**src/rtl/pad_bank.sv**
```systemverilog
// Register-controlled bidirectional pad bank: per-pin peripheral/GPIO muxing,
// input synchronisation, glitch filtering and edge interrupts behind a zero-wait APB port.
module pad_bank #(
   parameter int N_PINS      = 8,
   parameter int SYNC_STAGES = 2,
   parameter int FILTER_LEN  = 4
) (
   input  logic              clk,
   input  logic              reset,
   input  logic              psel,
   input  logic              penable,
   input  logic              pwrite,
   input  logic [7:0]        paddr,
   input  logic [31:0]       pwdata,
   output logic [31:0]       prdata,
   output logic              pready,
   output logic              pslverr,
   input  logic [N_PINS-1:0] pad_i,
   output logic [N_PINS-1:0] pad_o,
   output logic [N_PINS-1:0] pad_t,
   input  logic [N_PINS-1:0] per_o,
   input  logic [N_PINS-1:0] per_t,
   output logic [N_PINS-1:0] per_i,
   output logic              irq
);

   localparam int CW = $clog2(FILTER_LEN + 1);
   localparam logic [CW-1:0] CNT_MAX = CW'(FILTER_LEN - 1);

   logic [N_PINS-1:0] mode, dir, out_reg, rise_en, fall_en, status;
   logic [N_PINS-1:0] filt, s, upd, set_bits, wdata, rdata, gpio;
   logic [N_PINS-1:0] sync_ff [SYNC_STAGES];
   logic [CW-1:0]     cnt [N_PINS];
   logic              access, addr_ok, wr, unused_pwdata;

   assign access        = psel & penable;
   assign addr_ok       = (paddr[1:0] == 2'b00) && (paddr <= 8'h18);
   assign pslverr       = access & ~addr_ok;
   assign wr            = access & pwrite & addr_ok;
   assign pready        = 1'b1;
   assign wdata         = pwdata[N_PINS-1:0];
   assign unused_pwdata = ^pwdata;
   assign per_i         = pad_i;

   // Reset forces the peripheral path so boot peripherals work before software runs
   assign gpio  = reset ? '0 : mode;
   assign pad_o = (gpio & out_reg) | (~gpio & per_o);
   assign pad_t = (gpio & ~dir)    | (~gpio & per_t);

   always_ff @(posedge clk) begin
      if (reset) begin
         mode    <= '0;
         dir     <= '0;
         out_reg <= '0;
         rise_en <= '0;
         fall_en <= '0;
      end else if (wr) begin
         case (paddr)
            8'h00:   mode    <= wdata;
            8'h04:   dir     <= wdata;
            8'h08:   out_reg <= wdata;
            8'h10:   rise_en <= wdata;
            8'h14:   fall_en <= wdata;
            default: ;
         endcase
      end
   end

   always_comb begin
      rdata  = '0;
      prdata = '0;
      case (paddr)
         8'h00:   rdata = mode;
         8'h04:   rdata = dir;
         8'h08:   rdata = out_reg;
         8'h0C:   rdata = filt;
         8'h10:   rdata = rise_en;
         8'h14:   rdata = fall_en;
         8'h18:   rdata = status;
         default: rdata = '0;
      endcase
      if (access && !pwrite && addr_ok)
         prdata[N_PINS-1:0] = rdata;
   end

   always_ff @(posedge clk) begin
      if (reset) begin
         for (int k = 0; k < SYNC_STAGES; k++)
            sync_ff[k] <= '0;
      end else begin
         sync_ff[0] <= pad_i;
         for (int k = 1; k < SYNC_STAGES; k++)
            sync_ff[k] <= sync_ff[k-1];
      end
   end

   assign s = sync_ff[SYNC_STAGES-1];

   // A pin's filtered value only moves after FILTER_LEN consecutive disagreeing samples
   always_comb begin
      upd = '0;
      for (int i = 0; i < N_PINS; i++)
         upd[i] = (s[i] != filt[i]) && (cnt[i] == CNT_MAX);
   end

   always_ff @(posedge clk) begin
      if (reset) begin
         filt <= '0;
         for (int i = 0; i < N_PINS; i++)
            cnt[i] <= '0;
      end else begin
         for (int i = 0; i < N_PINS; i++) begin
            if (s[i] == filt[i]) begin
               cnt[i] <= '0;
            end else if (cnt[i] == CNT_MAX) begin
               filt[i] <= s[i];
               cnt[i]  <= '0;
            end else begin
               cnt[i] <= cnt[i] + CW'(1);
            end
         end
      end
   end

   assign set_bits = upd & ((s & rise_en) | (~s & fall_en));

   // A new edge event beats a simultaneous write-1-to-clear of the same bit
   always_ff @(posedge clk) begin
      if (reset)
         status <= '0;
      else if (wr && paddr == 8'h18)
         status <= (status & ~wdata) | set_bits;
      else
         status <= status | set_bits;
   end

   assign irq = |status;

endmodule

```
**config.mk**
```make
export PLATFORM = sky130hd
export DESIGN_NAME = pad_bank
export DESIGN_NICKNAME = d
export VERILOG_FILES = /design/src/rtl/pad_bank.sv
export SDC_FILE = /design/constraint.sdc
export NUM_CORES = 1
export LEC_CHECK = 0
export ABC_AREA = 1
export BUFFER_PORTS_ARGS = -buffer_cell sky130_fd_sc_hd__clkbuf_2
export CAP_MARGIN = 20
export CORE_ASPECT_RATIO = 0.6
export CORE_MARGIN = 10
export CORE_UTILIZATION = 40
export CTS_BUF_LIST = sky130_fd_sc_hd__clkbuf_4 sky130_fd_sc_hd__clkbuf_8
export DETAILED_ROUTE_END_ITERATION = 7
export PLACE_DENSITY_LB_ADDON = 0.15
export SKIP_LAST_GASP = 1
export SLEW_MARGIN = 20
export SYNTH_ARGS = -nofsm -noshare
export SYNTH_HDL_FRONTEND = slang
export SYNTH_SLANG_ARGS = --single-unit
```
**constraint.sdc**
```tcl
create_clock -name clk -period 1.7 [get_ports clk]
set_input_delay 0.17 -clock clk [delete_from_list [all_inputs] [get_ports clk]]
set_output_delay 0.17 -clock clk [all_outputs]
set_load 0.02 [all_outputs]
```
==> summary.txt <==
Run status
  • Status: complete, no violations

Critical path
  • Worst Path Max Fanout: 15
  • CP Buf/Inv Count: 4
  • CP Launch Type: input port
  • Family with the most delay on the worst path: simple AND/OR/NAND/NOR gates
  • Crit path capture type: primary output
  • CP max stage delay: 0.20 ns
  • WP data required: between 1.5 and 2 ns
  • CP Cell Sequence: clkbuf_2, inv_1, nand2_1, nor2_4, nand2_4, nor2_4, buf_12, nand2_1, nand2_1, nor2_1, a21oi_1, buf_4
  • Worst Setup SP: paddr[5]
  • Critical R2R Launch: cnt[0][0]
  • Critical path's most frequent cell: nand2_1
  • Crit path DAT: ~1.5 ns
  • Kind of critical path: in -> out
  • CP max stage cell: nor2_4

CTS
  • Clock root buffer master: clkbuf_8
  • Clock latency at the later pin of the worst-skew pair: 0.37 ns
  • CTS sink cnt: 96
  • H-tree Lvls: 3
  • CTS Buf Count: 9
  • Worst-path clk slew: ~0.090 ns
  • TritonCTS clock tree: done
  • Clock Tree Buf Depth: 2

Power and ir drop
  • VDD IR-drop max: around 0.35 mV
  • LEAKAGE: about 3.0 nW
  • PwrDens: approximately 740 mW/mm^2

Timing
  • RSZ-0062 raised after global routing: yes
  • Crit path time final: roughly 1.7 ns
  • Peak Freq: roughly 0.61 GHz
  • Worst Slack Setup Final: just under 0.05 ns
  • Final hold violation count: 0
  • Final Setup Violations: 0
  • Max Slew Vio Count: 0
  • WHS: around 0.14 ns
  • Period utilization: between 90% and 100%
  • Final Skew: 0.01426 ns

Place
  • Count of input and output buffers: between 70 and 80
  • Post-Place Cells: 949
  • Final Wtd Congestion: just over 0.8
  • Dpl ws: -0.01532 ns
  • Post-DP HPWL: slightly below 10 mm

Finish
  • N_diodes: 0
  • Commonest non-fill, non-tap cell in the layout: nand2_1
  • Area delta synth->final: 19.72%
  • Largest register by flop count: cnt
  • Non-filler cells, final: around 980
  • Util after Layout: approximately 50%
  • Largest regs: cnt (24), sync_ff (16)
  • Largest register FFs: 24
  • Layout cell share with drive strength beyond 1: 18.40%
  • Nets: between 800 and 900
  • Most frequent cells in the layout: 149 x nand2_1, 124 x nor2_1, 88 x inv_1, 72 x dfxtp_1, 70 x clkbuf_2

Floorplanning
  • Core area: between 0.01 and 0.015 sq mm
  • Die H: approximately 110 um
  • Site row count: 31
  • Initial Util: around two fifths
  • Ports: between 100 and 150
  • DIE AREA: ~0.018 sq mm
  • Chip width: 166.1 um

Logic synthesis
  • Number of synthesized register bits: 96
  • Mapped cell area: 0.005120 sq mm
  • Yosys cell types: 35
  • Post-synthesis sequential area ratio: a little over two fifths
  • Yosys Warn Count: 0
  • Mapped Cells: around 690
  • Post-synth ARST share: 0%
  • Prevailing post-synth register cell: dfxtp_1
  • Syn avg cell area: between 7 and 8 sq um
  • Number of synthesized flops with an enable pin: 24

Detailed routing
  • TritonRoute pass-1 iters: 8
  • Final ANT Viol Nets: 0
  • Via-per-instance ratio: about 4.7
  • Drt drc: 0
  • WL/cell: approximately 13 um
  • Initial detailed-routing violation count: 271
  • Vias: roughly 4600
  • Total Wirelength: between 10 and 15 mm

GRT
  • GRT Total Usage: approximately 14%
  • Largest net degree at the start of global routing: 51
  • Grt ovf: 0
  • Vias in the first global route: approximately 4300
  • Initial antenna violation count: 0
  • Global-route wire length before repair: between 20 and 25 mm

Job
  • Max-cap violation count: 0

Min path
  • Hold Path Class: in -> reg
  • Hold path start: pwdata[0]
==> layer usage <==
layer	global-route usage, %	share of wire (%)	vias up	wire length (um)
li1	-	-	2331	-
met1	18.68	47	2148	6174
met2	22.89	45	130	5951
met3	3.683	6.4	14	837
met4	3.652	0.97	0	127
met5	0	0	-	0
==> repair_timing <==
action	4_1_cts	5_1_grt
endpoints found under the setup margin	2	8
setup buffers	0	2
hold buffers	8	0
hold endpoints to repair	8	0
pin swaps	2	4
gates resized for setup	5	27
==> cells by family (layout without fill, tap and decap cells) <==
logic type | count (synthesis) | count (layout) | synth area share (%)
flops | 96 | 96 | 42.23
compound gates | 79 | 79 | 8.211
simple gates | 342 | 342 | 29.62
other cells | 2 | 49 | 0.1467
xor+xnor | 8 | 8 | 1.369
fa+ha+maj | 16 | 16 | 3.910
buf+inv | 148 | 220 | 14.52
==> power breakdown <==
group          switching [mW]  internal [mW]
clock                   0.832          0.829
combinational           0.312          0.152
sequential             0.0273           2.39
total                    1.17           3.37
==> worst register-to-register path: stages (launching register included) <==
cell and delay (ns):
edfxtp_1 0.41, ha_1 0.22, ha_1 0.22, inv_1 0.08
nand3_1 0.14, nor2_1 0.13
==> cells in the mapped netlist (2+ instances only) <==
| cell | instances | area share (%) |
|---|---|---|
| nand3_1 | 19 | 1.9 |
| nor2_1 | 126 | 9.2 |
| nor2_4 | 3 | 0.66 |
| o21ai_0 | 39 | 3.8 |
| nor2_2 | 3 | 0.37 |
| nand2_1 | 151 | 11 |
| ha_1 | 16 | 3.9 |
| nand4_1 | 23 | 2.8 |
| xor2_1 | 8 | 1.4 |
| inv_1 | 90 | 6.6 |
| conb_1 | 2 | 0.15 |
| buf_4 | 38 | 5.6 |
| buf_6 | 3 | 0.66 |
| o2111ai_1 | 6 | 1.0 |
| edfxtp_1 | 24 | 14 |
| nand3_2 | 2 | 0.39 |
| nor3_1 | 2 | 0.20 |
| buf_2 | 2 | 0.20 |
| nor4_1 | 2 | 0.24 |
| a21oi_1 | 32 | 3.1 |
| clkbuf_1 | 10 | 0.73 |
| dfxtp_1 | 72 | 28 |
| nand3_4 | 2 | 0.68 |
| inv_2 | 3 | 0.22 |
| nand2_2 | 3 | 0.37 |
==> final timing paths <==
kind / slack (ns) / depth (start not counted) / end
hold reg to reg: 0.40 / 2 / sync_ff[0][9]
setup / recovery: 0.05 / 12 / prdata[4]
setup reg to reg: 0.37 / 5 / cnt[0][0]
hold / removal: 0.14 / 3 / mode[0]
==> metrics by stage <==
stage           TNS, ns  power (mW)  area (sq um)
2_1_floorplan         0       2.796          5296
3_3_place_gp   -0.03081       2.898          5747
3_5_place_dp   -0.02900       2.914          5747
4_1_cts               0       4.607          6060
5_1_grt         -0.3340       4.752          6130
6_report              0       4.544          6130
==> layout make-up <==
class	count	area (sq um)
fillers	1226	6166
multi-input cells	494	2437
flip-flops and latches	96	2162
repair buffers	111	757.0
inverters	93	349.1
well taps	165	206.4
clock buffers	9	123.9
clock inverters	7	93.84
No activity file was read; power rests on OpenSTA's default activity.
